### src/rtl/fwd_hazard_unit.sv
// fwd_hazard_unit: EX-stage operand-forwarding selects and load-use stall.
// Keeps a shadow of the destination tags held by the EX, MEM and WB stages.
module fwd_hazard_unit #(
  parameter int REGW = 5,
  parameter int CNTW = 16
) (
  input  logic            CLK,
  input  logic            RST,
  input  logic            en,
  input  logic            flush,
  input  logic [REGW-1:0] id_rs,
  input  logic [REGW-1:0] id_rt,
  input  logic            id_regwr,
  input  logic [REGW-1:0] id_wsel,
  input  logic            id_memread,
  input  logic            id_lui,
  output logic [2:0]      forwarda,
  output logic [2:0]      forwardb,
  output logic            stall,
  output logic [CNTW-1:0] stall_cnt
);

  localparam logic [2:0] SEL_RF  = 3'b000;
  localparam logic [2:0] SEL_ALU = 3'b001;
  localparam logic [2:0] SEL_WB  = 3'b010;
  localparam logic [2:0] SEL_UP  = 3'b011;

  typedef struct packed {
    logic [REGW-1:0] wsel;
    logic            regwr;
    logic            memread;
    logic            lui;
  } dst_t;

  typedef struct packed {
    logic [REGW-1:0] rs;
    logic [REGW-1:0] rt;
    dst_t            dst;
  } ex_t;

  ex_t             ex_q;
  ex_t             ex_d;
  dst_t            mem_q;
  logic [REGW-1:0] wb_wsel;
  logic            wb_regwr;
  logic            cnt_sat;

  // Youngest producer wins; a load sitting in MEM has no data yet and falls through.
  function automatic logic [2:0] fwd_sel(input logic [REGW-1:0] src,
                                         input dst_t            m,
                                         input logic [REGW-1:0] wbw,
                                         input logic            wbr);
    logic mem_hit;
    mem_hit = m.regwr && (m.wsel == src);
    if (src == '0)                  fwd_sel = SEL_RF;
    else if (mem_hit && m.lui)      fwd_sel = SEL_UP;
    else if (mem_hit && !m.memread) fwd_sel = SEL_ALU;
    else if (wbr && (wbw == src))   fwd_sel = SEL_WB;
    else                            fwd_sel = SEL_RF;
  endfunction

  always_comb begin
    stall = ex_q.dst.regwr && ex_q.dst.memread && (ex_q.dst.wsel != '0) &&
            ((ex_q.dst.wsel == id_rs) || (ex_q.dst.wsel == id_rt)) && !flush;

    ex_d = '0;
    if (!flush && !stall) begin
      ex_d.rs          = id_rs;
      ex_d.rt          = id_rt;
      ex_d.dst.wsel    = id_wsel;
      ex_d.dst.regwr   = id_regwr;
      ex_d.dst.memread = id_memread;
      ex_d.dst.lui     = id_lui;
    end

    forwarda = fwd_sel(ex_q.rs, mem_q, wb_wsel, wb_regwr);
    forwardb = fwd_sel(ex_q.rt, mem_q, wb_wsel, wb_regwr);
    cnt_sat  = &stall_cnt;
  end

  // WB only needs the destination and write flag to resolve the writeback path.
  always_ff @(posedge CLK or posedge RST) begin
    if (RST) begin
      ex_q      <= '0;
      mem_q     <= '0;
      wb_wsel   <= '0;
      wb_regwr  <= 1'b0;
      stall_cnt <= '0;
    end else if (en) begin
      wb_wsel  <= mem_q.wsel;
      wb_regwr <= mem_q.regwr;
      mem_q    <= ex_q.dst;
      ex_q     <= ex_d;
      if (stall && !cnt_sat) stall_cnt <= stall_cnt + CNTW'(1);
    end
  end

endmodule

### config.mk
export PLATFORM = sky130hd
export DESIGN_NAME = fwd_hazard_unit
export DESIGN_NICKNAME = d
export VERILOG_FILES = /design/src/rtl/fwd_hazard_unit.sv
export SDC_FILE = /design/constraint.sdc
export NUM_CORES = 1
export LEC_CHECK = 0
export BUFFER_PORTS_ARGS = -buffer_cell sky130_fd_sc_hd__buf_4
export CORE_MARGIN = 2
export CORE_UTILIZATION = 50
export DETAILED_ROUTE_END_ITERATION = 8
export GPL_TIMING_DRIVEN = 0
export PLACE_DENSITY = 0.79
export SKIP_CTS_REPAIR_TIMING = 1
export SLEW_MARGIN = 10
export SYNTH_ARGS = -nofsm -noshare
export SYNTH_HDL_FRONTEND = slang
export SYNTH_SLANG_ARGS = --single-unit
### constraint.sdc
create_clock -name CLK -period 5.2 [get_ports CLK]
set_input_delay 0.26 -clock CLK [delete_from_list [all_inputs] [get_ports CLK]]
set_output_delay 0.26 -clock CLK [all_outputs]
set_load 0.02 [all_outputs]
==> reports/metrics.yaml <==
timing.fmax_mhz: 424.2
worst_setup_hold_path_clk_slew_ns: 0.09
area_used_by_multi_input_combinational_logic_sq_um: 1255
syn_area_per_cell_sq_um: 10.39
floorplan.core_area_sq_um: 5075
grt_pass1_vias: 2016
worstMarginPinSlew_ns: 0.6708
finalNetCount: 325
startpoint: "ex_q[3]"
die_area_sq_um: 5809
timing.final.crit_share_pct: 45.33
gp_congestion: 0.8823
postSynthCellCount: 251
setup.worst_path.start_class: "flop"
fin_skew_ns: 0.005170
wire_length_of_the_first_global_routing_pass_um: 9522
antenna_cells: 0
finalHoldViolations: 0
final_max_slew_viol_count: 0
gr-max-usage-layer: "met2"
clock_sink_count: 48
clock_h_tree_levels: 2
root_driver: "sky130_fd_sc_hd__clkbuf_8"
post_drt_wl_per_cell_um: 14.72
grt-ovfl-total: 0
crit_path_max_incr_delay_ns: 0.38
seq_area_sq_um: 1201
layout_min_cycle_time_ns: 2.357
tritoncts.num_buffers: 5
fill_cells: 438
ys_seq_area_share_pct: 46.07
timing.reg2reg.setup_slack_ns: 3.26
pin_count: 45
post-layout-total-power_uw: 789.3
routed_wirelength_um: 5475
grt_setup_unrepaired: "false"
worstPathCellList: "buf_2 -> xnor2_1 -> nand3_1 -> o22ai_2 -> buf_2 -> nand2_1 -> nor2_1 -> buf_4"
cp_common_cell: "sky130_fd_sc_hd__buf_2"
groute.layer.met1.usage_pct: 26.69
drcViolationCount: 0
place_hpwl_um: 4134
synth_warnings: 0
clock_insertion_delay_worst_skew_ns: 0.29
worstHoldStart: "id_wsel[2]"
area.growth.synth_to_final_pct: 19.43
finalNonFillerCells: 372
initial_utilization_pct: 51.38
regToRegStartpoint: "ex_q[4]"
first_iter_violations: 89
min_path_type: "primary input to flop"
status: "finished, final reports clean"
initial_antenna_violation_count: 0
worst_path_max_delay_cell: "sky130_fd_sc_hd__o22ai_2"
global_route.usage.met3_pct: 4.265
final_core_utilization_pct: 61.37
timing.critical_path.to_type: "primary output"
cts_max_path_buffers: 2
max-vdd-ir-drop_mv: 0.1196
final_layout_size_suffix_gt1_share_pct: 28.15
crit_type: "flop to primary output"
cap_viol_max_count: 0
die_h_um: 76.22
timing.setup.tns_ns: 0
cellLeakagePower_uw: 0.001453
vias: 1935
timing.max_slew.rel_slack_pct: 55.28
ys_ff_latch: 48
rows: 26
grt_start_max_net_pins: 40
grt_util_all_layers_pct: 20.13
detail_route.vias_per_cell: 5.202
worst_ep_arrival_time_ns: 2.10
cellPowerDensity_nw_per_um2: 253.5
tritoncts: "built"
post_synth_num_cell_types: 34
synth.cell_area_sq_um: 2608
dpl.cell_count: 364
critical_path.max_fanout: 10
io_buffers: 41
detailedRoute.firstPassIterationCount: 4
drtAntennaViolNets: 0
worst_ep_required_time_ns: 4.94
grt.met2_usage_pct: 33.36
floorplan.die.width_um: 76.22
report.final.setup_viol: 0
==> report_power, final <==
part	internal, uW	switching (uW)
Sequential	399	33.7
Combinational	74.0	73.7
Clock	91.7	117
==> critical path, delay by kind of cell, from the launching register on <==
kind | cells | cell delay (ns)
compound gates | 1 | 0.38
xor+xnor | 1 | 0.18
buf+inv | 3 | 0.60
flops | 1 | 0.36
simple gates | 3 | 0.28
==> cell type report <==
cell class	count	area share, %
Tap cell	70	2.812
Timing Repair Buffer	43	10.85
Buffer	13	2.692
Sequential cell	48	38.57
Clock inverter	1	0.1607
Inverter	19	2.290
Multi-Input combinational cell	172	40.30
Clock buffer	6	2.330
==> per-layer routing <==
layer / wire [um] / vias up
met3: 254 / 4
met5: 0 / -
met4: 53 / 0
met2: 2586 / 53
li1: - / 962
met1: 2580 / 916
==> cells in the final DEF, fill, tap and decap left out <==
master	count
sky130_fd_sc_hd__inv_2	1
sky130_fd_sc_hd__mux2_1	1
sky130_fd_sc_hd__o22ai_2	11
sky130_fd_sc_hd__buf_4	43
sky130_fd_sc_hd__o31ai_1	1
sky130_fd_sc_hd__nand2b_1	1
sky130_fd_sc_hd__ha_1	1
sky130_fd_sc_hd__or4_4	1
sky130_fd_sc_hd__a21oi_1	3
sky130_fd_sc_hd__dlygate4sd3_1	1
sky130_fd_sc_hd__clkbuf_8	5
sky130_fd_sc_hd__mux2_2	15
sky130_fd_sc_hd__buf_2	3
sky130_fd_sc_hd__clkinv_2	1
sky130_fd_sc_hd__a21o_1	1
sky130_fd_sc_hd__and2_1	1
sky130_fd_sc_hd__nand2_1	27
sky130_fd_sc_hd__buf_6	1
sky130_fd_sc_hd__nor2_2	1
sky130_fd_sc_hd__xnor2_1	28
sky130_fd_sc_hd__and4_1	1
sky130_fd_sc_hd__clkbuf_1	7
sky130_fd_sc_hd__buf_12	2
sky130_fd_sc_hd__and3_1	5
sky130_fd_sc_hd__conb_1	2
sky130_fd_sc_hd__nor2b_1	2
sky130_fd_sc_hd__nor4_1	5
sky130_fd_sc_hd__dfrtp_1	48
sky130_fd_sc_hd__nand4_1	13
sky130_fd_sc_hd__nand4b_1	2
sky130_fd_sc_hd__o22ai_1	8
sky130_fd_sc_hd__xor2_1	16
sky130_fd_sc_hd__nand3_1	11
sky130_fd_sc_hd__nor3_1	6
sky130_fd_sc_hd__o211ai_2	1
sky130_fd_sc_hd__o2111ai_1	2
sky130_fd_sc_hd__inv_1	18
sky130_fd_sc_hd__nor2_1	6
==> path summary, 6_finish.rpt <==
| path | endpoint | cells past startpoint |
|---|---|---|
| setup / recovery | stall | 8 |
| hold / removal | ex_q[5] | 3 |
| setup reg to reg | stall_cnt[1] | 5 |
| hold reg to reg | stall_cnt[15] | 1 |
| max in group asynchronous | ex_q[9] | 4 |
| min in group asynchronous | stall_cnt[0] | 3 |
==> flip-flops by register name, summed over array words and instances, names as in the netlist <==
| register | cells |
|---|---|
| ex_q | 18 |
| mem_q | 8 |
| stall_cnt | 16 |
| wb_regwr | 1 |
| wb_wsel | 5 |
==> logic make-up (layout without fill, tap and decap cells) <==
logic type,after synthesis,count (layout),synth area share (%)
and+or+nand+nor,82,82,16.17
xor gates and xnor gates,44,44,14.78
adders and majority gates,1,1,0.4798
other,1,2,0.1438
muxes,16,16,6.910
AOI/OAI and AO/OA,27,27,9.501
DFF,48,48,46.07
buffers and inverters,32,82,5.950
==> Yosys cell counts (all sizes together) <==
| cell | number | area share [%] |
|---|---|---|
| dfrtp | 48 | 46 |
| xnor2 | 28 | 9.4 |
| nand2 | 27 | 3.9 |
| inv | 19 | 2.7 |
| o22ai | 19 | 7.2 |
| mux2 | 16 | 6.9 |
| xor2 | 16 | 5.4 |
| nand4 | 13 | 3.1 |
| nand3 | 11 | 2.1 |
| buf | 7 | 2.4 |
| nor2 | 7 | 1.1 |
| clkbuf | 6 | 0.86 |
| nor3 | 6 | 1.2 |
| and3 | 5 | 1.2 |
| nor4 | 5 | 1.2 |
| a21oi | 3 | 0.58 |
| nand4b | 2 | 0.67 |
| nor2b | 2 | 0.48 |
| o2111ai | 2 | 0.67 |
| a21o | 1 | 0.29 |
| and2 | 1 | 0.24 |
| and4 | 1 | 0.34 |
| conb | 1 | 0.14 |
| ha | 1 | 0.48 |
| nand2b | 1 | 0.24 |
| o211ai | 1 | 0.48 |
| o31ai | 1 | 0.29 |
| or4 | 1 | 0.43 |
==> through the flow <==
step,worst slack [ns],hold slack [ns],area [sq um]
floorplan,3.351,0.4029,2611
global placement,3.165,0.4823,3007
detailed placement,3.194,0.2087,3027
CTS,2.844,-0.1142,3104
global route,2.685,0.2121,3114
finish,2.843,0.2077,3114
No activity file was read; power rests on OpenSTA's default activity.
